**src/rtl/pipe_hazard_ctrl_if.sv**
```systemverilog
// Hazard controller bus: pipeline-stage register ids and controls in,
// stall/flush/forward controls and performance counters out.
interface pipe_hazard_ctrl_if #(
  parameter int CNT_WIDTH = 16
);
  logic [4:0]           RA1_D, RA2_D, RA1_E, RA2_E;
  logic [4:0]           WRITE_REG_E, WRITE_REG_M, WRITE_REG_W;
  logic                 REG_WRITE_E, MEM_TO_REG_E, REG_WRITE_M, REG_WRITE_W;
  logic                 BRANCH_TAKEN_E, MEM_REQ_M, MEM_READY, CNT_CLR;
  logic                 STALL_F, STALL_D, STALL_E, STALL_M;
  logic                 FLUSH_D, FLUSH_E;
  logic [1:0]           FORWARD_A_E, FORWARD_B_E;
  logic [CNT_WIDTH-1:0] STALL_CNT, FLUSH_CNT;
  logic                 HALT_ERR;

  modport master (
    output RA1_D, RA2_D, RA1_E, RA2_E, WRITE_REG_E, WRITE_REG_M, WRITE_REG_W,
           REG_WRITE_E, MEM_TO_REG_E, REG_WRITE_M, REG_WRITE_W,
           BRANCH_TAKEN_E, MEM_REQ_M, MEM_READY, CNT_CLR,
    input  STALL_F, STALL_D, STALL_E, STALL_M, FLUSH_D, FLUSH_E,
           FORWARD_A_E, FORWARD_B_E, STALL_CNT, FLUSH_CNT, HALT_ERR
  );

  modport slave (
    input  RA1_D, RA2_D, RA1_E, RA2_E, WRITE_REG_E, WRITE_REG_M, WRITE_REG_W,
           REG_WRITE_E, MEM_TO_REG_E, REG_WRITE_M, REG_WRITE_W,
           BRANCH_TAKEN_E, MEM_REQ_M, MEM_READY, CNT_CLR,
    output STALL_F, STALL_D, STALL_E, STALL_M, FLUSH_D, FLUSH_E,
           FORWARD_A_E, FORWARD_B_E, STALL_CNT, FLUSH_CNT, HALT_ERR
  );
endinterface

```
**src/rtl/pipe_hazard_ctrl.sv**
```systemverilog
// 5-stage pipeline hazard controller: load-use / branch / memory-wait stalls
// and flushes, E-stage forwarding selects, saturating stall/flush counters.
module pipe_hazard_ctrl #(
  parameter int CNT_WIDTH = 16,
  parameter int TIMEOUT   = 64
) (
  input  logic              CLK,
  input  logic              CLR_N,
  pipe_hazard_ctrl_if.slave bus
);
  localparam int WW = (TIMEOUT > 1) ? $clog2(TIMEOUT) : 1;

  typedef enum logic [1:0] {RUN, MEM_WAIT, HALT} state_t;

  state_t               state, state_nxt;
  logic [WW-1:0]        wait_cnt, wait_nxt;
  logic                 halt_err, halt_nxt;
  logic                 lu_prev, lu_fire;
  logic [CNT_WIDTH-1:0] stall_cnt, flush_cnt;
  logic                 memwait, lu_hit, hz_flush, timeout_hit;
  logic                 stall_f, stall_d, stall_e, stall_m, flush_d, flush_e;

  assign memwait     = bus.MEM_REQ_M & ~bus.MEM_READY;
  assign lu_hit      = bus.MEM_TO_REG_E & bus.REG_WRITE_E & (bus.WRITE_REG_E != 5'd0) &
                       ((bus.WRITE_REG_E == bus.RA1_D) | (bus.WRITE_REG_E == bus.RA2_D));
  assign timeout_hit = (TIMEOUT != 0) && (wait_cnt == WW'(TIMEOUT - 1));

  function automatic logic [1:0] fwd_sel(input logic [4:0] ra);
    if (bus.REG_WRITE_M && bus.WRITE_REG_M != 5'd0 && bus.WRITE_REG_M == ra)
      return 2'b10;
    else if (bus.REG_WRITE_W && bus.WRITE_REG_W != 5'd0 && bus.WRITE_REG_W == ra)
      return 2'b01;
    else
      return 2'b00;
  endfunction

  always_comb begin
    state_nxt = state;
    wait_nxt  = wait_cnt;
    halt_nxt  = halt_err;
    stall_f   = 1'b0;
    stall_d   = 1'b0;
    stall_e   = 1'b0;
    stall_m   = 1'b0;
    flush_d   = 1'b0;
    flush_e   = 1'b0;
    hz_flush  = 1'b0;
    lu_fire   = 1'b0;
    case (state)
      HALT: begin
        {stall_f, stall_d, stall_e, stall_m} = 4'hF;
      end
      default: begin
        if (memwait) begin
          {stall_f, stall_d, stall_e, stall_m} = 4'hF;
          if (timeout_hit) begin
            state_nxt = HALT;
            halt_nxt  = 1'b1;
          end else begin
            state_nxt = MEM_WAIT;
            wait_nxt  = wait_cnt + WW'(1);
          end
        end else begin
          state_nxt = RUN;
          wait_nxt  = '0;
          if (bus.BRANCH_TAKEN_E) begin
            flush_d  = 1'b1;
            flush_e  = 1'b1;
            hz_flush = 1'b1;
          end else if (lu_hit && !lu_prev) begin
            // the bubble retires the load from E; suppress a repeat on held inputs
            stall_f  = 1'b1;
            stall_d  = 1'b1;
            flush_e  = 1'b1;
            hz_flush = 1'b1;
            lu_fire  = 1'b1;
          end
        end
      end
    endcase
  end

  // Reset must bubble the pipeline registers immediately, not a cycle later
  always_comb begin
    if (!CLR_N) begin
      bus.STALL_F     = 1'b0;
      bus.STALL_D     = 1'b0;
      bus.STALL_E     = 1'b0;
      bus.STALL_M     = 1'b0;
      bus.FLUSH_D     = 1'b1;
      bus.FLUSH_E     = 1'b1;
      bus.FORWARD_A_E = 2'b00;
      bus.FORWARD_B_E = 2'b00;
    end else begin
      bus.STALL_F     = stall_f;
      bus.STALL_D     = stall_d;
      bus.STALL_E     = stall_e;
      bus.STALL_M     = stall_m;
      bus.FLUSH_D     = flush_d;
      bus.FLUSH_E     = flush_e;
      bus.FORWARD_A_E = fwd_sel(bus.RA1_E);
      bus.FORWARD_B_E = fwd_sel(bus.RA2_E);
    end
  end

  always_ff @(posedge CLK or negedge CLR_N) begin
    if (!CLR_N) begin
      state     <= RUN;
      wait_cnt  <= '0;
      halt_err  <= 1'b0;
      lu_prev   <= 1'b0;
      stall_cnt <= '0;
      flush_cnt <= '0;
    end else begin
      state    <= state_nxt;
      wait_cnt <= wait_nxt;
      halt_err <= halt_nxt;
      lu_prev  <= lu_fire;
      if (bus.CNT_CLR) begin
        stall_cnt <= '0;
        flush_cnt <= '0;
      end else begin
        if (stall_f && stall_cnt != '1) stall_cnt <= stall_cnt + 1'b1;
        if (hz_flush && flush_cnt != '1) flush_cnt <= flush_cnt + 1'b1;
      end
    end
  end

  assign bus.STALL_CNT = stall_cnt;
  assign bus.FLUSH_CNT = flush_cnt;
  assign bus.HALT_ERR  = halt_err;
endmodule

```
**src/flat_wrapper.sv**
```systemverilog
// flat-port wrapper written by rule: the top's interface ports become plain ports
module pipe_hazard_ctrl_flat 
#(
  parameter int CNT_WIDTH = 16,
  parameter int TIMEOUT   = 64
)
  (CLK, CLR_N, bus_RA1_D, bus_RA2_D, bus_RA1_E, bus_RA2_E, bus_WRITE_REG_E, bus_WRITE_REG_M, bus_WRITE_REG_W, bus_REG_WRITE_E, bus_MEM_TO_REG_E, bus_REG_WRITE_M, bus_REG_WRITE_W, bus_BRANCH_TAKEN_E, bus_MEM_REQ_M, bus_MEM_READY, bus_CNT_CLR, bus_STALL_F, bus_STALL_D, bus_STALL_E, bus_STALL_M, bus_FLUSH_D, bus_FLUSH_E, bus_FORWARD_A_E, bus_FORWARD_B_E, bus_STALL_CNT, bus_FLUSH_CNT, bus_HALT_ERR);
  pipe_hazard_ctrl_if #(.CNT_WIDTH(CNT_WIDTH)) bus_i ();
  input  logic CLK;
  input  logic CLR_N;
  input wire logic [$bits(bus_i.RA1_D)-1:0] bus_RA1_D;
  input wire logic [$bits(bus_i.RA2_D)-1:0] bus_RA2_D;
  input wire logic [$bits(bus_i.RA1_E)-1:0] bus_RA1_E;
  input wire logic [$bits(bus_i.RA2_E)-1:0] bus_RA2_E;
  input wire logic [$bits(bus_i.WRITE_REG_E)-1:0] bus_WRITE_REG_E;
  input wire logic [$bits(bus_i.WRITE_REG_M)-1:0] bus_WRITE_REG_M;
  input wire logic [$bits(bus_i.WRITE_REG_W)-1:0] bus_WRITE_REG_W;
  input wire logic [$bits(bus_i.REG_WRITE_E)-1:0] bus_REG_WRITE_E;
  input wire logic [$bits(bus_i.MEM_TO_REG_E)-1:0] bus_MEM_TO_REG_E;
  input wire logic [$bits(bus_i.REG_WRITE_M)-1:0] bus_REG_WRITE_M;
  input wire logic [$bits(bus_i.REG_WRITE_W)-1:0] bus_REG_WRITE_W;
  input wire logic [$bits(bus_i.BRANCH_TAKEN_E)-1:0] bus_BRANCH_TAKEN_E;
  input wire logic [$bits(bus_i.MEM_REQ_M)-1:0] bus_MEM_REQ_M;
  input wire logic [$bits(bus_i.MEM_READY)-1:0] bus_MEM_READY;
  input wire logic [$bits(bus_i.CNT_CLR)-1:0] bus_CNT_CLR;
  output wire logic [$bits(bus_i.STALL_F)-1:0] bus_STALL_F;
  output wire logic [$bits(bus_i.STALL_D)-1:0] bus_STALL_D;
  output wire logic [$bits(bus_i.STALL_E)-1:0] bus_STALL_E;
  output wire logic [$bits(bus_i.STALL_M)-1:0] bus_STALL_M;
  output wire logic [$bits(bus_i.FLUSH_D)-1:0] bus_FLUSH_D;
  output wire logic [$bits(bus_i.FLUSH_E)-1:0] bus_FLUSH_E;
  output wire logic [$bits(bus_i.FORWARD_A_E)-1:0] bus_FORWARD_A_E;
  output wire logic [$bits(bus_i.FORWARD_B_E)-1:0] bus_FORWARD_B_E;
  output wire logic [$bits(bus_i.STALL_CNT)-1:0] bus_STALL_CNT;
  output wire logic [$bits(bus_i.FLUSH_CNT)-1:0] bus_FLUSH_CNT;
  output wire logic [$bits(bus_i.HALT_ERR)-1:0] bus_HALT_ERR;
  assign bus_i.RA1_D = bus_RA1_D;
  assign bus_i.RA2_D = bus_RA2_D;
  assign bus_i.RA1_E = bus_RA1_E;
  assign bus_i.RA2_E = bus_RA2_E;
  assign bus_i.WRITE_REG_E = bus_WRITE_REG_E;
  assign bus_i.WRITE_REG_M = bus_WRITE_REG_M;
  assign bus_i.WRITE_REG_W = bus_WRITE_REG_W;
  assign bus_i.REG_WRITE_E = bus_REG_WRITE_E;
  assign bus_i.MEM_TO_REG_E = bus_MEM_TO_REG_E;
  assign bus_i.REG_WRITE_M = bus_REG_WRITE_M;
  assign bus_i.REG_WRITE_W = bus_REG_WRITE_W;
  assign bus_i.BRANCH_TAKEN_E = bus_BRANCH_TAKEN_E;
  assign bus_i.MEM_REQ_M = bus_MEM_REQ_M;
  assign bus_i.MEM_READY = bus_MEM_READY;
  assign bus_i.CNT_CLR = bus_CNT_CLR;
  assign bus_STALL_F = bus_i.STALL_F;
  assign bus_STALL_D = bus_i.STALL_D;
  assign bus_STALL_E = bus_i.STALL_E;
  assign bus_STALL_M = bus_i.STALL_M;
  assign bus_FLUSH_D = bus_i.FLUSH_D;
  assign bus_FLUSH_E = bus_i.FLUSH_E;
  assign bus_FORWARD_A_E = bus_i.FORWARD_A_E;
  assign bus_FORWARD_B_E = bus_i.FORWARD_B_E;
  assign bus_STALL_CNT = bus_i.STALL_CNT;
  assign bus_FLUSH_CNT = bus_i.FLUSH_CNT;
  assign bus_HALT_ERR = bus_i.HALT_ERR;
  pipe_hazard_ctrl #(.CNT_WIDTH(CNT_WIDTH), .TIMEOUT(TIMEOUT)) u_core (.CLK(CLK), .CLR_N(CLR_N), .bus(bus_i));
endmodule
```
**config.mk**
```make
export PLATFORM = sky130hd
export DESIGN_NAME = pipe_hazard_ctrl_flat
export DESIGN_NICKNAME = d
export VERILOG_FILES = /design/src/rtl/pipe_hazard_ctrl_if.sv /design/src/rtl/pipe_hazard_ctrl.sv /design/src/flat_wrapper.sv
export SDC_FILE = /design/constraint.sdc
export NUM_CORES = 1
export LEC_CHECK = 0
export CORE_UTILIZATION = 38
export DETAILED_ROUTE_END_ITERATION = 16
export PLACE_DENSITY = 0.68
export SYNTH_ARGS = -nofsm -noshare
export SYNTH_HDL_FRONTEND = slang
export SYNTH_SLANG_ARGS = --single-unit
```
**constraint.sdc**
```tcl
create_clock -name CLK -period 2.17 [get_ports CLK]
set_input_delay 0.434 -clock CLK [delete_from_list [all_inputs] [get_ports CLK]]
set_output_delay 0.434 -clock CLK [all_outputs]
set_load 0.01 [all_outputs]
```
Word level (Yosys, flattened, before mapping)
Cells that the tools add are included.
{ "totals": {"reg_bits": 42, "wordCells": 76, "out_inout_bits": 43} }
{ "op_classes": {"n_eq_ne": 11, "n_reduce_logical": 17, "n_mux": 32, "bitwise": 7, "add_sub_neg": 3} }
{ "ops": {"columns": ["op", "n"], "rows": [
  ["two-way mux 16 bit", 4],
  ["adder 16 x 1 -> 16 bit, second input constant", 2],
  ["inequality test 16 bit, second input constant", 2],
  ["equality test 5 bit", 6],
  ["two-way mux 1 bit", 20],
  ["nonzero test 5 bit", 3],
  ["two-way mux 2 bit", 6],
  ["two-way mux 6 bit", 2],
  ["logical AND 1 bit", 9],
  ["adder 6 x 1 -> 6 bit, second input constant", 1],
  ["equality test 6 bit, second input constant", 1],
  ["AND 1 bit", 4],
  ["nonzero test 2 bit", 2],
  ["AND reduction 3 bit", 1],
  ["equality test 2 bit, second input constant", 1],
  ["inequality test 2 bit, second input constant", 1],
  ["NOT 1 bit", 2],
  ["AND reduction 2 bit", 1],
  ["zero test 1 bit", 1],
  ["bitwise OR 1 bit", 1]
]} }

Logic depth before layout (Yosys ltp)
Gate-level depths: netlist of run 1.
{ "depth": {"word_depth": 11, "depth_mapped": 9, "mapped_depth_nobuf": 7} }

Worst setup path before layout of run 1
Ideal clock, no wire load.
{ "synth_timing": {"kind": "input-to-output", "start": "input bus_WRITE_REG_M[0]", "end": "output bus_FORWARD_A_E[0]", "path_slack_ns": 0.060, "n_path_buf": 0, "stages": 4, "t_arrival_ns": 1.676, "cell_sequence": "or4_1 > o21ai_0 > nor4_1 > nor4_1"} }
{ "synth_between": {"elab_chain_cells": 5, "elab_cells_between_ends": 6, "cone_classes": "1 x eq/ne; 2 x mux; 3 x reduce/logical"} }
{ "synth_rtl": {"columns": ["item", "line_no", "source"], "rows": [
  ["start: declaration", "flat_wrapper.sv:16", "input wire logic [$bits(bus_i.WRITE_REG_M)-1:0] bus_WRITE_REG_M;"],
  ["nonzero test 5 bit", "pipe_hazard_ctrl.sv:29", "if (bus.REG_WRITE_M && bus.WRITE_REG_M != 5'd0 && bus.WRITE_REG_M == ra)"],
  ["logical AND 1 bit", "pipe_hazard_ctrl.sv:29", null],
  ["logical AND 1 bit *", "pipe_hazard_ctrl.sv:29", null],
  ["two-way mux 2 bit *", "pipe_hazard_ctrl.sv:29", null],
  ["two-way mux 2 bit *", "pipe_hazard_ctrl.sv:85", "if (!CLR_N) begin"],
  ["end: declaration", "flat_wrapper.sv:32", "output wire logic [$bits(bus_i.FORWARD_A_E)-1:0] bus_FORWARD_A_E;"]
]} }
Mark *: on every way between the ends. The rest lies on a longest branch, timed or not.

Worst setup path after layout of run 1
{ "layout_timing": {"start": "input bus_WRITE_REG_M[4]", "end": "output bus_FORWARD_A_E[0]"} }
The elaborated chain is that of the path after synthesis.

==> results.py, run 1 <==
metrics = {
    "global_route": {
        "grt_start_max_net_pins": 43,
        "grt_first_pass_wirelength_mm": 12.1,
        "total_routing_usage_gr": 0.207,
        "via_count_of_the_first_global_routing_pass": 2658,
        "antenna_found_initial": 0,
        "grt_overflow_total": 0,
    },
    "worst_setup_path": {
        "cp.arrival_ns": 1.75,
        "worstSetupEndpointType": "output port",
        "cell_with_the_largest_stage_delay_on_the_worst_path": "sky130_fd_sc_hd__or4_4",
        "cp_top_family": "simple AND/OR/NAND/NOR gates",
        "cp_cell_sequence": "buf_6 > or4_4 > o21ai_4 > nor4_4 > nor4_4 > buf_2",
        "worst-setup-path-type": "in2out",
        "worst_ep_required_time_ns": 1.74,
        "crit_path_max_incr_delay_ns": 0.53,
        "path_common_cell": "sky130_fd_sc_hd__nor4_4",
        "critical_path.startpoint_type": "input pin",
        "crit_path_max_fanout": 2,
        "critical_path_buf_inv_count": 2,
    },
    "detailed_routing": {
        "drcViolationCount": 0,
        "first_iter_violations": 82,
        "via_per_inst": 5.26,
        "routed_wl_mm": 7.64,
        "num_vias": 2773,
        "firstDrtPassIters": 4,
        "antenna_violating_nets_post_route": 0,
        "avgRoutedWirePerCell_um": 14.5,
    },
    "sta": {
        "finalWorstPathRequiredPeriod_ns": 2.19,
        "setup-violations-final": 3,
        "setup_tns_ns": -0.0321,
        "rsz0062_at_grt": "true",
        "slew_viol_final": 0,
        "postLayoutSetupSlackWorst_ns": -0.0183,
        "report.final.hold_viol_count": 0,
        "relSlewSlack": 0.686,
        "max_freq_mhz": 457,
        "tightestPinTransition_ns": 0.468,
        "period_share": 1.01,
        "clock_skew_ns": 0.00551,
        "worst_hold_slack_ns": 0.225,
    },
    "clocking": {
        "cts_tree": "done",
        "max-clock-path-buffers": 2,
        "h_tree_lvl_count": 2,
        "worst_skew_pair.late_latency_ns": 0.30,
        "cts_made_buffers": 5,
        "hold_buffers_post_cts": 0,
        "cts.sinks": 42,
        "root_buffer": "sky130_fd_sc_hd__clkbuf_8",
        "clk_pin_slew_ns": 0.08,
    },
    "finish": {
        "fin_cells": 527,
        "final_net_count": 478,
        "area_delta_synth_final_pct": 56.1,
        "antennaDiodeCount": 0,
        "drive_gt1_frac": 0.255,
    },
    "pwr": {
        "power_per_cell_area_mw_per_mm2": 425,
        "power.ir.vdd_worst_mv": 0.257,
        "power.static_leakage_nw": 1.89,
    },
    "floorplan": {
        "floorplan.initialDensity": 0.397,
        "placement_rows": 30,
        "die_width_um": 86.5,
        "die_height_um": 86.5,
        "boundaryPins": 88,
        "floorplan.core_area_sq_mm": 0.00683,
        "die_area_sq_mm": 0.00747,
    },
    "min_path": {
        "holdCritPathClass": "in2async",
    },
    "yosys": {
        "synth.yosys.warnings": 0,
        "fraction_of_synthesized_area_in_multiplexers": 0.0323,
        "postSynth.topFlopCell": "sky130_fd_sc_hd__dfrtp_1",
        "yosysUniqueCellTypes": 46,
        "async_flop_share": 1.00,
        "synth-compound-area-share": 0.154,
        "synth_adder_area_share": 0.0139,
        "synthXorXnorAreaFrac": 0.113,
        "postSynthNetCount": 348,
        "synth_simple_gate_area_share": 0.261,
        "ys_ff_latch": 42,
        "number_of_enable_type_register_cells_in_the_synthesized_netlist": 0,
        "synth_sequential_area_ratio": 0.388,
        "synthesized_area_per_cell_sq_um": 9.03,
        "syn_inst_count": 300,
        "mappedNetlistArea_sq_mm": 0.00271,
        "largest_family_of_logic_cells_by_synthesized_area": "simple AND/OR/NAND/NOR gates",
    },
    "placement": {
        "place_ws_ns": -0.921,
        "post-place-cells": 513,
        "buffer_ports.inserted": 87,
        "globalplace.congestion": 0.784,
        "hpwlAfterDp_mm": 5.47,
    },
    "outcome": {
        "violations": "setup timing",
        "outcome": "finished, violations left",
    },
    "run": {
        "max_cap_violations": 0,
    },
}
[synthesized netlist by cell type, types with 2 or more instances]
cell type | n | area (sq um)
sky130_fd_sc_hd__clkbuf_1 | 6 | 22.5
sky130_fd_sc_hd__a21oi_1 | 20 | 100
sky130_fd_sc_hd__ha_1 | 3 | 37.5
sky130_fd_sc_hd__nand4_1 | 8 | 50.1
sky130_fd_sc_hd__nand2_1 | 19 | 71.3
sky130_fd_sc_hd__o31ai_1 | 8 | 60.1
sky130_fd_sc_hd__or4_1 | 11 | 82.6
sky130_fd_sc_hd__nor2b_1 | 10 | 62.6
sky130_fd_sc_hd__nor3_2 | 2 | 20.0
sky130_fd_sc_hd__xor2_1 | 18 | 158
sky130_fd_sc_hd__dfrtp_1 | 42 | 1050
sky130_fd_sc_hd__nor2_1 | 23 | 86.3
sky130_fd_sc_hd__and2_1 | 6 | 37.5
sky130_fd_sc_hd__or3_1 | 10 | 62.6
sky130_fd_sc_hd__mux2_1 | 6 | 67.6
sky130_fd_sc_hd__nand2b_1 | 2 | 12.5
sky130_fd_sc_hd__nor4_1 | 6 | 37.5
sky130_fd_sc_hd__xnor2_1 | 17 | 149
sky130_fd_sc_hd__nand3_1 | 16 | 80.1
sky130_fd_sc_hd__o21ai_0 | 14 | 70.1
sky130_fd_sc_hd__a31o_1 | 2 | 17.5
sky130_fd_sc_hd__and3_1 | 12 | 75.1
sky130_fd_sc_hd__mux2i_1 | 2 | 20.0
sky130_fd_sc_hd__inv_1 | 7 | 26.3
sky130_fd_sc_hd__nor3_1 | 2 | 10.0
sky130_fd_sc_hd__a311oi_1 | 2 | 17.5
sky130_fd_sc_hd__a41o_1 | 3 | 30.0
sky130_fd_sc_hd__buf_4 | 5 | 37.5
[power by group]
| group | leakage (nW) | internal, mW | switching [mW] |
|---|---|---|---|
| clock | 0.0579 | 0.339 | 0.289 |
| sequential | 0.583 | 0.790 | 0.00659 |
| combinational | 1.25 | 0.196 | 0.176 |
[worst reg2reg max path, stage by stage, from the launching register on]
cell	delay [ns]
sky130_fd_sc_hd__dfrtp_1	0.42
sky130_fd_sc_hd__ha_1	0.26
sky130_fd_sc_hd__and2_1	0.25
sky130_fd_sc_hd__a2111o_1	0.49
sky130_fd_sc_hd__or4_1	0.41
sky130_fd_sc_hd__a21oi_1	0.18
[metrics by stage]
step	power [mW]	instance area, sq um	utilization
finish	1.80	4230	0.619
global route	1.88	4230	0.619
CTS	1.80	4130	0.604
detailed placement	1.17	3970	0.581
global placement	1.16	3970	0.581
floorplan	0.945	2710	-
[flip-flops by register name (all words and copies together), names as in the netlist]
register	cells
u_core.bus.FLUSH_CNT	16
u_core.bus.STALL_CNT	16
u_core.wait_cnt	6
u_core.state	2
u_core.bus.HALT_ERR	1
u_core.lu_prev	1
[what timing repair did]
| action | in CTS | in global routing |
|---|---|---|
| pin swaps | 25 | 17 |
| setup buffers | 2 | 4 |
| setup endpoints to repair | 28 | 29 |
| gates resized for setup | 124 | 37 |
| hold endpoints to repair | 0 | 0 |
| gates cloned | 0 | 0 |
[logic make-up (layout without fill, tap and decap cells)]
kind of cell | Yosys count | count (layout)
AO/OA/AOI/OAI | 63 | 63
XOR/XNOR | 35 | 35
adder cells (fa/ha/maj) | 3 | 3
buffers and inverters | 20 | 151
flip-flops | 42 | 42
multiplexers | 8 | 8
AND/OR/NAND/NOR | 129 | 129
[cells in the final DEF (no fill, tap or decap), types with 4 or more instances in the layout]
master                             n
sky130_fd_sc_hd__nand3_1          15
sky130_fd_sc_hd__clkdlybuf4s50_1  36
sky130_fd_sc_hd__clkbuf_8          5
sky130_fd_sc_hd__xor2_1           17
sky130_fd_sc_hd__buf_6            11
sky130_fd_sc_hd__dlymetal6s2s_1    6
sky130_fd_sc_hd__clkdlybuf4s15_2   4
sky130_fd_sc_hd__nor2_1           23
sky130_fd_sc_hd__xnor2_1          16
sky130_fd_sc_hd__and3_1           12
sky130_fd_sc_hd__inv_1             7
sky130_fd_sc_hd__o21ai_0          11
sky130_fd_sc_hd__buf_4            41
sky130_fd_sc_hd__and2_1            5
sky130_fd_sc_hd__o31ai_1           8
sky130_fd_sc_hd__dlygate4sd2_1    17
sky130_fd_sc_hd__nor2b_1           9
sky130_fd_sc_hd__clkbuf_2          6
sky130_fd_sc_hd__a21oi_1          20
sky130_fd_sc_hd__or4_1             9
sky130_fd_sc_hd__buf_2            10
sky130_fd_sc_hd__dfrtp_1          42
sky130_fd_sc_hd__nand2_1          17
sky130_fd_sc_hd__mux2_1            5
sky130_fd_sc_hd__or3_1            10
sky130_fd_sc_hd__nand4_1           8
[per-layer routing]
layer	part of all wire	GRT usage	vias up
met5	0	0	-
met1	0.44	0.257	1340
met2	0.49	0.357	75
met4	0.014	0.0621	0
met3	0.054	0.0476	10
li1	-	-	1348
[path summary, 6_finish.rpt]
| check | from | depth (start not counted) | end | slack (ns) |
|---|---|---|---|---|
| worst max-delay path | bus_WRITE_REG_M[4] | 6 | bus_FORWARD_A_E[0] | -0.02 |
| worst min-delay path | CLR_N | 2 | u_core.bus.FLUSH_CNT[9] | 0.22 |
| worst max register to register | u_core.bus.FLUSH_CNT[1] | 5 | u_core.bus.FLUSH_CNT[13] | 0.08 |
| worst min register to register | u_core.bus.HALT_ERR | 1 | u_core.bus.HALT_ERR | 0.47 |
| max in group asynchronous | CLR_N | 3 | u_core.wait_cnt[3] | 1.32 |
| min in group CLK | u_core.bus.HALT_ERR | 1 | u_core.bus.HALT_ERR | 0.47 |
[layout make-up]
class | instances | area (sq um)
Clock buffer | 5 | 68.8
Timing Repair Buffer | 136 | 1210
Clock inverter | 3 | 40.0
Inverter | 7 | 26.3
Fill cell | 616 | 2600
Sequential cell | 42 | 1050
Tap cell | 96 | 120
Multi-Input combinational cell | 238 | 1710
Note: power is estimated with default switching activity, not from simulation.
==> run 2, diff against run 1 <==
--- a/config.mk
+++ b/config.mk
@@ -5,9 +5,9 @@
 export SDC_FILE = /design/constraint.sdc
 export NUM_CORES = 1
 export LEC_CHECK = 0
-export CORE_UTILIZATION = 38
+export CORE_UTILIZATION = 47
 export DETAILED_ROUTE_END_ITERATION = 16
-export PLACE_DENSITY = 0.68
+export PLACE_DENSITY = 0.81
 export SYNTH_ARGS = -nofsm -noshare
 export SYNTH_HDL_FRONTEND = slang
 export SYNTH_SLANG_ARGS = --single-unit
==> results.py, run 2 (same netlist as run 1, synthesis figures left out) <==
metrics = {
    "outcome": {
        "outcome": "finished, violations left",
        "violations": "setup timing",
    },
    "finish": {
        "final_net_count": 490,
        "area.sequential_sq_mm": 0.00105,
        "antennaDiodeCount": 0,
        "final_cell_mix": "sky130_fd_sc_hd__buf_4 (54), sky130_fd_sc_hd__dfrtp_1 (42), sky130_fd_sc_hd__clkdlybuf4s50_1 (38), sky130_fd_sc_hd__nor2_1 (23), sky130_fd_sc_hd__a21oi_1 (19)",
        "most_common_library_cell_in_the_layout_ignoring_fill_and_taps": "sky130_fd_sc_hd__buf_4",
        "fin_cells": 515,
        "area_delta_synth_final_pct": 55.3,
        "fillers": 401,
        "drive_gt1_frac": 0.260,
        "multi_input_area_sq_mm": 0.00166,
    },
    "worst_setup_path": {
        "worst_ep_required_time_ns": 1.74,
        "worst-setup-path-type": "in2out",
        "worstSetupEndpointType": "output port",
        "critical_path.startpoint_type": "input pin",
        "cp.arrival_ns": 1.84,
        "crit_path_max_fanout": 2,
    },
    "sta": {
        "clock_skew_ns": 0.00627,
        "rsz0062_at_grt": "true",
        "max_freq_mhz": 440,
        "relSlewSlack": 0.699,
        "finalWorstPathRequiredPeriod_ns": 2.27,
        "postLayoutSetupSlackWorst_ns": -0.103,
        "tightestPinTransition_ns": 0.450,
        "setup-violations-final": 2,
        "slew_viol_final": 0,
        "period_share": 1.05,
        "worst_hold_slack_ns": 0.169,
        "report.final.hold_viol_count": 0,
    },
    "floorplan": {
        "die_width_um": 77.9,
        "floorplan.core_area_sq_mm": 0.00554,
        "die_height_um": 77.9,
        "floorplan.initialDensity": 0.489,
        "die_area_sq_mm": 0.00607,
        "boundaryPins": 88,
        "placement_rows": 27,
    },
    "placement": {
        "place_ws_ns": -0.985,
        "post-place-cells": 496,
        "buffer_ports.inserted": 87,
        "hpwlAfterDp_mm": 5.67,
        "globalplace.congestion": 0.865,
    },
    "pwr": {
        "power_per_cell_area_mw_per_mm2": 424,
        "switchingPower_mw": 0.451,
        "p_int_mw": 1.33,
        "pwr-share-seq": 0.446,
        "power.static_leakage_nw": 1.90,
        "share_clk_of_total_power": 0.345,
        "p_comb_frac": 0.209,
        "power.ir.vdd_worst_mv": 0.278,
        "switching_part_of_the_total_power": 0.253,
    },
    "global_route": {
        "via_count_of_the_first_global_routing_pass": 2805,
        "antenna_found_initial": 0,
        "grt_first_pass_wirelength_mm": 12.7,
        "grt_start_max_net_pins": 43,
        "total_routing_usage_gr": 0.262,
        "grt_overflow_total": 0,
    },
    "clocking": {
        "root_buffer": "sky130_fd_sc_hd__clkbuf_8",
        "hold_buffers_post_cts": 0,
        "cts_made_buffers": 5,
        "cts_tree": "done",
        "cts.sinks": 42,
        "clk_pin_slew_ns": 0.08,
        "worst_skew_pair.late_latency_ns": 0.30,
        "h_tree_lvl_count": 2,
        "max-clock-path-buffers": 2,
    },
    "detailed_routing": {
        "routed_wl_mm": 7.77,
        "antenna_violating_nets_post_route": 0,
        "drcViolationCount": 0,
        "avgRoutedWirePerCell_um": 15.1,
        "num_vias": 2903,
        "via_per_inst": 5.64,
        "first_iter_violations": 182,
        "firstDrtPassIters": 4,
    },
    "run": {
        "max_cap_violations": 0,
    },
    "min_path": {
        "holdCritPathClass": "in2async",
    },
}
## run 2: cell count changes in the layout (fill, tap and decap cells not counted), moves of 2 or more
cell / before / now
sky130_fd_sc_hd__buf_2: 10 / 16
sky130_fd_sc_hd__buf_4: 41 / 54
sky130_fd_sc_hd__clkinv_2: 2 / 0
sky130_fd_sc_hd__buf_6: 11 / 8
sky130_fd_sc_hd__clkbuf_2: 6 / 4
sky130_fd_sc_hd__clkdlybuf4s15_2: 4 / 1
sky130_fd_sc_hd__dlymetal6s2s_1: 6 / 4
sky130_fd_sc_hd__clkbuf_1: 0 / 2
sky130_fd_sc_hd__clkdlybuf4s50_1: 36 / 38
## run 2: final timing paths
check,to,cells past startpoint,slack (ns),startpoint
max in group asynchronous,u_core.wait_cnt[5],3,1.41,CLR_N
min in group CLK,u_core.bus.HALT_ERR,1,0.47,u_core.bus.HALT_ERR
worst max-delay path,bus_FORWARD_A_E[0],6,-0.10,bus_WRITE_REG_W[3]
worst min register to register,u_core.bus.HALT_ERR,1,0.47,u_core.bus.HALT_ERR
worst min-delay path,u_core.bus.FLUSH_CNT[0],2,0.17,CLR_N
worst max register to register,u_core.bus.FLUSH_CNT[4],10,0.10,u_core.state[1]
## run 2: worst max-delay path, cell delays in order
cell	delay, ns
sky130_fd_sc_hd__buf_6	0.09
sky130_fd_sc_hd__buf_6	0.11
sky130_fd_sc_hd__xor2_1	0.14
sky130_fd_sc_hd__or4_1	0.54
sky130_fd_sc_hd__nor4_2	0.34
sky130_fd_sc_hd__buf_2	0.19
## run 2: area by class of cell
cell class / count / area share
Timing Repair Buffer: 148 / 0.302
Inverter: 7 / 0.00624
Clock inverter: 1 / 0.00714
Multi-Input combinational cell: 238 / 0.395
Tap cell: 72 / 0.0214
Sequential cell: 42 / 0.250
Clock buffer: 7 / 0.0181
## run 2: routing by layer
metal  up-vias  track usage  share of wire
met3        10       0.0518          0.053
met2        87        0.466           0.52
met5         -            0              0
met4         0       0.0926          0.016
li1       1385            -              -
met1      1421        0.313           0.41
## run 2: stage by stage
step | utilization | power [mW] | TNS (ns) | area [sq um]
floorplan | - | 0.945 | 0 | 2710
global placement | 0.720 | 1.16 | -16.01 | 3990
detailed placement | 0.720 | 1.17 | -17.67 | 3990
CTS | 0.748 | 1.78 | -0.0870 | 4140
global route | 0.759 | 1.86 | -0.182 | 4210
finish | 0.759 | 1.78 | -0.109 | 4210
## run 2: power groups by stage
stage               registers [mW]  clock network [mW]  logic, mW
floorplan                    0.817                   0      0.128
global placement             0.811                   0      0.349
detailed placement           0.812                   0      0.359
CTS                          0.796               0.623      0.364
global route                 0.797               0.657      0.404
finish                       0.797               0.615      0.373
## run 2: timing repair
action                     4_1_cts  5_1_grt
setup endpoints to repair       29       21
buffers inserted                 7        4
hold endpoints to repair         0        0
gates resized for setup        134       21
pin swaps                       33       13
==> run 3, diff against run 2 <==
--- a/config.mk
+++ b/config.mk
@@ -6,6 +6,7 @@
 export NUM_CORES = 1
 export LEC_CHECK = 0
 export CORE_UTILIZATION = 47
+export CTS_CLUSTER_DIAMETER = 120
 export DETAILED_ROUTE_END_ITERATION = 16
 export PLACE_DENSITY = 0.81
 export SYNTH_ARGS = -nofsm -noshare
==> results of run 3 <==
Same layout as run 2: the final DEF is identical, and so are final timing and power.
